[src/rtl/tx8b10b_pkg.sv]
// Shared definitions for the 8b10b TX framing path.
// Holds the K-code byte values and the framer state encoding. The RX deframer
// and the K-code test generator import the same package.
package tx8b10b_pkg;

    localparam logic [7:0] K28_5 = 8'hBC;  // comma / idle / filler
    localparam logic [7:0] K27_7 = 8'hFB;  // start of frame
    localparam logic [7:0] K29_7 = 8'hFD;  // end of frame

    typedef enum logic [2:0] {
        IDLE,
        SOF,
        DATA,
        CKSUM,
        EOF,
        DISCARD
    } frame_state_t;

endpackage

[src/rtl/tx_frame_cksum.sv]
// 8-bit modulo-256 byte accumulator used as the frame checksum.
// Ports:
//   clk_i   in  1  clock
//   rst_i   in  1  asynchronous active-high reset, clears the sum
//   clr_i   in  1  synchronous clear (takes priority over add)
//   add_i   in  1  add data_i into the sum on this edge
//   data_i  in  8  byte to accumulate
//   sum_o   out 8  current accumulated value
module tx_frame_cksum (
    input  logic       clk_i,
    input  logic       rst_i,
    input  logic       clr_i,
    input  logic       add_i,
    input  logic [7:0] data_i,
    output logic [7:0] sum_o
);

    logic [7:0] sum_q;
    logic [7:0] sum_d;

    always_comb begin
        sum_d = sum_q;
        if (clr_i) begin
            sum_d = 8'h00;
        end else if (add_i) begin
            sum_d = sum_q + data_i;
        end
    end

    always_ff @(posedge clk_i or posedge rst_i) begin
        if (rst_i) begin
            sum_q <= 8'h00;
        end else begin
            sum_q <= sum_d;
        end
    end

    assign sum_o = sum_q;

endmodule

[src/rtl/tx_frame_gen.sv]
// TX framing stage feeding the 8b10b encoder directly.
// Converts a valid/ready byte stream into per-cycle KI/DATAIN symbols:
//   K27.7 SOF, payload D-chars, checksum D-char, K29.7 EOF,
// with K28.5 commas on idle, underrun and every COMMA_PERIOD payload bytes.
// Ports:
//   CLK_100_TX    in   1   TX byte clock (shared with the encoder)
//   RESET         in   1   asynchronous active-high reset
//   S_DATA        in   8   payload byte
//   S_VALID       in   1   S_DATA/S_LAST valid
//   S_LAST        in   1   final payload byte of the frame
//   S_READY       out  1   byte accepted on S_VALID && S_READY
//   KI            out  1   encoder KI (1 = control character)
//   DATAIN        out  8   encoder DATAIN
//   FRAME_ACTIVE  out  1   high from the SOF symbol through the EOF symbol
//   LEN_ERR       out  1   one-cycle pulse on the checksum of a truncated frame
//   FRAME_CNT     out  16  number of EOFs sent, wrapping
//
// state   | meaning
// IDLE    | emit K28.5, count idle cycles, wait for S_VALID after IDLE_MIN
// SOF     | emit K27.7, clear checksum/length/run counters
// DATA    | pass payload bytes; K28.5 on underrun or forced comma
// CKSUM   | emit the checksum byte
// EOF     | emit K29.7, bump FRAME_CNT, restart idle counting
// DISCARD | emit K28.5, swallow the rest of a truncated upstream frame
module tx_frame_gen
    import tx8b10b_pkg::*;
#(
    parameter int IDLE_MIN     = 4,
    parameter int COMMA_PERIOD = 64,
    parameter int MAX_LEN      = 256
) (
    input  logic        CLK_100_TX,
    input  logic        RESET,
    input  logic [7:0]  S_DATA,
    input  logic        S_VALID,
    input  logic        S_LAST,
    output logic        S_READY,
    output logic        KI,
    output logic [7:0]  DATAIN,
    output logic        FRAME_ACTIVE,
    output logic        LEN_ERR,
    output logic [15:0] FRAME_CNT
);

    localparam int IW = $clog2(IDLE_MIN + 1);
    localparam int LW = $clog2(MAX_LEN + 1);
    localparam int RW = $clog2(COMMA_PERIOD + 1);

    localparam logic [IW-1:0] IDLE_MIN_C = IW'(IDLE_MIN);
    localparam logic [LW-1:0] LEN_LAST_C = LW'(MAX_LEN - 1);
    localparam logic [RW-1:0] COMMA_C    = RW'(COMMA_PERIOD);

    frame_state_t  state_q, state_d;
    logic [IW-1:0] idle_cnt_q, idle_cnt_d;
    logic [LW-1:0] len_q, len_d;
    logic [RW-1:0] run_q, run_d;
    logic          trunc_q, trunc_d;
    logic          ki_q, ki_d;
    logic [7:0]    data_q, data_d;
    logic          active_q, active_d;
    logic          len_err_q, len_err_d;
    logic [15:0]   frame_cnt_q, frame_cnt_d;

    logic          comma_due;
    logic          cks_clr;
    logic          cks_add;
    logic [7:0]    cks_sum;

    assign comma_due = (run_q == COMMA_C);

    tx_frame_cksum u_cksum (
        .clk_i  (CLK_100_TX),
        .rst_i  (RESET),
        .clr_i  (cks_clr),
        .add_i  (cks_add),
        .data_i (S_DATA),
        .sum_o  (cks_sum)
    );

    always_comb begin
        state_d     = state_q;
        idle_cnt_d  = idle_cnt_q;
        len_d       = len_q;
        run_d       = run_q;
        trunc_d     = trunc_q;
        ki_d        = 1'b1;
        data_d      = K28_5;
        active_d    = 1'b0;
        len_err_d   = 1'b0;
        frame_cnt_d = frame_cnt_q;
        S_READY     = 1'b0;
        cks_clr     = 1'b0;
        cks_add     = 1'b0;

        case (state_q)
            IDLE: begin
                if (idle_cnt_q != IDLE_MIN_C) begin
                    idle_cnt_d = idle_cnt_q + IW'(1);
                end
                if ((idle_cnt_q == IDLE_MIN_C) && S_VALID) begin
                    state_d = SOF;
                end
            end
            SOF: begin
                data_d   = K27_7;
                active_d = 1'b1;
                cks_clr  = 1'b1;
                len_d    = '0;
                run_d    = '0;
                trunc_d  = 1'b0;
                state_d  = DATA;
            end
            DATA: begin
                active_d = 1'b1;
                // Ready is withheld on a forced comma, so a pending S_LAST waits behind it.
                S_READY  = !comma_due;
                if (S_VALID && !comma_due) begin
                    ki_d    = 1'b0;
                    data_d  = S_DATA;
                    cks_add = 1'b1;
                    len_d   = len_q + LW'(1);
                    run_d   = run_q + RW'(1);
                    if (S_LAST) begin
                        state_d = CKSUM;
                    end else if (len_q == LEN_LAST_C) begin
                        state_d = CKSUM;
                        trunc_d = 1'b1;
                    end
                end else begin
                    // Any K28.5 inside the frame restarts the comma spacing.
                    run_d = '0;
                end
            end
            CKSUM: begin
                ki_d      = 1'b0;
                data_d    = cks_sum;
                active_d  = 1'b1;
                len_err_d = trunc_q;
                state_d   = EOF;
            end
            EOF: begin
                data_d      = K29_7;
                active_d    = 1'b1;
                frame_cnt_d = frame_cnt_q + 16'd1;
                idle_cnt_d  = '0;
                state_d     = trunc_q ? DISCARD : IDLE;
            end
            DISCARD: begin
                S_READY = 1'b1;
                if (idle_cnt_q != IDLE_MIN_C) begin
                    idle_cnt_d = idle_cnt_q + IW'(1);
                end
                if (S_VALID && S_LAST) begin
                    trunc_d = 1'b0;
                    state_d = IDLE;
                end
            end
            default: begin
                state_d = IDLE;
            end
        endcase
    end

    always_ff @(posedge CLK_100_TX or posedge RESET) begin
        if (RESET) begin
            state_q     <= IDLE;
            idle_cnt_q  <= '0;
            len_q       <= '0;
            run_q       <= '0;
            trunc_q     <= 1'b0;
            ki_q        <= 1'b1;
            data_q      <= K28_5;
            active_q    <= 1'b0;
            len_err_q   <= 1'b0;
            frame_cnt_q <= 16'd0;
        end else begin
            state_q     <= state_d;
            idle_cnt_q  <= idle_cnt_d;
            len_q       <= len_d;
            run_q       <= run_d;
            trunc_q     <= trunc_d;
            ki_q        <= ki_d;
            data_q      <= data_d;
            active_q    <= active_d;
            len_err_q   <= len_err_d;
            frame_cnt_q <= frame_cnt_d;
        end
    end

    assign KI           = ki_q;
    assign DATAIN       = data_q;
    assign FRAME_ACTIVE = active_q;
    assign LEN_ERR      = len_err_q;
    assign FRAME_CNT    = frame_cnt_q;

endmodule

[config.mk]
export PLATFORM = sky130hd
export DESIGN_NAME = tx_frame_gen
export DESIGN_NICKNAME = d
export VERILOG_FILES = /design/src/rtl/tx8b10b_pkg.sv /design/src/rtl/tx_frame_cksum.sv /design/src/rtl/tx_frame_gen.sv
export SDC_FILE = /design/constraint.sdc
export NUM_CORES = 1
export LEC_CHECK = 0
export ABC_AREA = 1
export ABC_CLOCK_PERIOD_IN_PS = 3550
export CORE_MARGIN = 4
export CORE_UTILIZATION = 40
export CTS_CLUSTER_SIZE = 14
export DETAILED_ROUTE_END_ITERATION = 7
export PLACE_DENSITY = 0.63
export RECOVER_POWER = 100
export SLEW_MARGIN = 30
export SYNTH_ARGS = -nofsm -noshare
export SYNTH_HDL_FRONTEND = slang
export SYNTH_HIERARCHICAL = 1
export SYNTH_SLANG_ARGS = --single-unit
[constraint.sdc]
create_clock -name CLK_100_TX -period 3.55 [get_ports CLK_100_TX]
set_input_delay 1.065 -clock CLK_100_TX [delete_from_list [all_inputs] [get_ports CLK_100_TX]]
set_output_delay 1.065 -clock CLK_100_TX [all_outputs]
set_load 0.005 [all_outputs]
==> out/metrics.cfg <==
[critical_path]
worstSetupStartpoint = S_VALID
critPathMaxFanout = 11
r2r_start = state_q[0]
required_ns = 3.81
cp-end-kind = flop
start_kind = primary input
arrival_ns = 3.24
r2r_slack_ns = 0.79
setup.worst_path.class = primary input to flop

[detailed_routing]
avgRoutedWirePerCell_um = 12.2
routed_wl_um = 6920
viasPerCell = 4.79
num_vias = 2712
drtAntennaViolNets = 0
drc = 0
dr.pass1.iters = 4
dr.first_iter.drc_count = 140

[clocking]
clk_path_buf_depth = 2
holdBufCountCts = 0
clk_latency_ns = 0.33
clockRootBuffer = clkbuf_8
cts_resized = 0
cts_buffers = 9
tritoncts = yes
cts.sinks = 58
clk_pin_slew_ns = 0.07
h-tree-depth = 3
cts_setup_buffers = 0

[synthesis]
seq_area_frac_synth_pct = 43.2
yosys.area.top_type_share_pct = 38.5
avgSynthCellArea_um2 = 8.28
yosysUniqueCellTypes = 36
synthTopCellsByArea = dfrtp_1 39%, nand2_1 14%, nand3_1 5.6%
synth_cells = 408
ys.warnings.count = 6
synth_area_leader_cell = dfrtp_1
ys_async_sr_fraction_pct = 100
ys_ff_latch = 58
syn_nets = 435
syn-cell-area_mm2 = 0.00338
dominantRegCellSynth = dfrtp_1
synth_enable_flop_cells = 0

[timing]
finalSetupViolCount = 0
holdWs_ns = 0.494
fin_skew_ns = 0.0113
hold_viol = 0
fin_crit_sh_pct = 83.9
fmax_ghz = 0.336
worstMarginPinSlew_ns = 1.07
rsz0062_at_grt = no
maxSlewViolCount = 0
fin_crit_ns = 2.98
slew_headroom_pct = 28.7
setup_tns_ns = 0

[layout]
finalNonFillerCells = 566
fin_nets = 483
antenna_cells = 0
area_delta_synth_final_pct = 17.4
fin_area_mm2 = 0.00397
final_layout_size_suffix_gt1_share_pct = 8.03

[grt]
track_usage_pct = 15.0
grt_overflow_total = 0
grt_pass1_wl_um = 11900
grt_pass1_vias = 2598
antenna_found_initial = 0
grt_max_degree = 21

[floorplanning]
ioPinCount = 40
die_area_mm2 = 0.00998
coreArea_mm2 = 0.00822
die_h_um = 99.9
rows = 33
start_util_pct = 41.1
die_w_um = 99.9

[min_path]
min_from = FRAME_CNT[5]
min_path_type = flop to flop

[place]
place_area_mm2 = 0.00388
gp_congestion = 0.872
portBuffers = 39
placedCellCount = 550
hpwl_um = 5270

[power_and_ir_drop]
p_int_w = 0.00163
leakagePower_nw = 2.01
power_frac_comb_pct = 39.3
power.density_mw_per_mm2 = 675
p_seq_share_pct = 37.7
power.total_w = 0.00268
ir_drop_v = 0.000302
p_sw_w = 0.00105
swShare_pct = 39.3
clock_power_share_pct = 23.0

[run]
drv_cap = 0

[run_status]
outcome = finished, final reports clean

layout make-up:
type | count | area, um2
clock buffer | 13 | 159
clock inverter | 3 | 40.0
fill | 813 | 4250
inverter | 46 | 175
multi-input combinational | 300 | 1600
sequential | 58 | 1460
tap | 105 | 131
timing repair buffer | 41 | 398
placed cells by master, fill, tap and decap left out, types with 11 or more instances in the layout:
master	netlist	layout
clkbuf_8	0	11
dfrtp_1	52	52
dlygate4sd3_1	0	30
ha_1	14	14
inv_1	39	41
nand2_1	127	131
nand3_1	38	38
nor2_1	34	41
o21ai_0	14	14
xor2_1	13	13
stage by stage:
stage | util, % | worst slack, ns
6_report | 48.3 | 0.572
5_1_grt | 48.3 | 0.296
4_1_cts | 49.6 | 0.559
3_5_place_dp | 47.2 | 0.819
3_3_place_gp | 47.2 | 0.852
2_1_floorplan | - | 1.29
cells by family (layout without fill, tap and decap cells):
group / after synthesis / after routing / share of synthesized area (%)
adder cells (fa/ha/maj): 15 / 15 / 5.78
AND/OR/NAND/NOR: 233 / 233 / 33.8
AO/OA/AOI/OAI: 32 / 32 / 5.52
buffers and inverters: 50 / 103 / 6.33
flip-flops: 58 / 58 / 43.2
XOR/XNOR: 20 / 20 / 5.41
Yosys cell counts (2+ instances only):
master and number:
nand2_1 127, dfrtp_1 52, inv_1 39, nand3_1 38, nor2_1 34, ha_1 14, o21ai_0 14, xor2_1 13
a21oi_1 9, dfstp_2 6, inv_2 6, nand2_4 6, xnor2_1 6, nand2_2 4, nand3b_1 4, nor2_4 4
a22oi_1 3, buf_6 3, nand4_1 3, nor2_8 3, a22o_1 2, nand3_4 2, nor2_2 2, nor3b_1 2
power by group through the flow:
stage | clock network, W | logic [W] | registers, W
final | 0.000615 | 0.00105 | 0.00101
after global routing | 0.000667 | 0.00120 | 0.00104
after CTS | 0.000631 | 0.00115 | 0.00102
after detailed placement | 0 | 0.00115 | 0.00103
after global placement | 0 | 0.00112 | 0.00103
after floorplan | 0 | 0.000818 | 0.000990
layer usage:
layer  wire [um]  GRT usage, %  part of all wire (%)
met3         260          2.57                   3.8
met2        3340          24.0                    48
met1        3220          19.8                    47
met4          99          6.93                   1.4
met5           0             0                     0
sequential cells by signal, summed over array words and instances, names as in the netlist:
register	count
run_q	7
len_q	9
LEN_ERR	1
FRAME_ACTIVE	1
idle_cnt_q	3
state_q	3
u_cksum/sum_o	8
trunc_q	1
FRAME_CNT	16
KI	1
DATAIN	8
path summary, 6_finish.rpt:
path | endpoint | depth (start not counted)
min in group asynchronous | u_cksum/sum_o[7] | 2
max in group asynchronous | FRAME_ACTIVE | 3
max | u_cksum/sum_o[2] | 6
max reg2reg | u_cksum/sum_o[2] | 5
min reg2reg | FRAME_CNT[5] | 1
min | FRAME_CNT[5] | 1
critical path: stages:
cell	delay (ns)
dlygate4sd3_1	0.58
nand2_1	0.12
nor2_1	0.62
inv_1	0.10
nor2_1	0.48
a32o_1	0.27
Note: power is estimated with default switching activity, not from simulation.
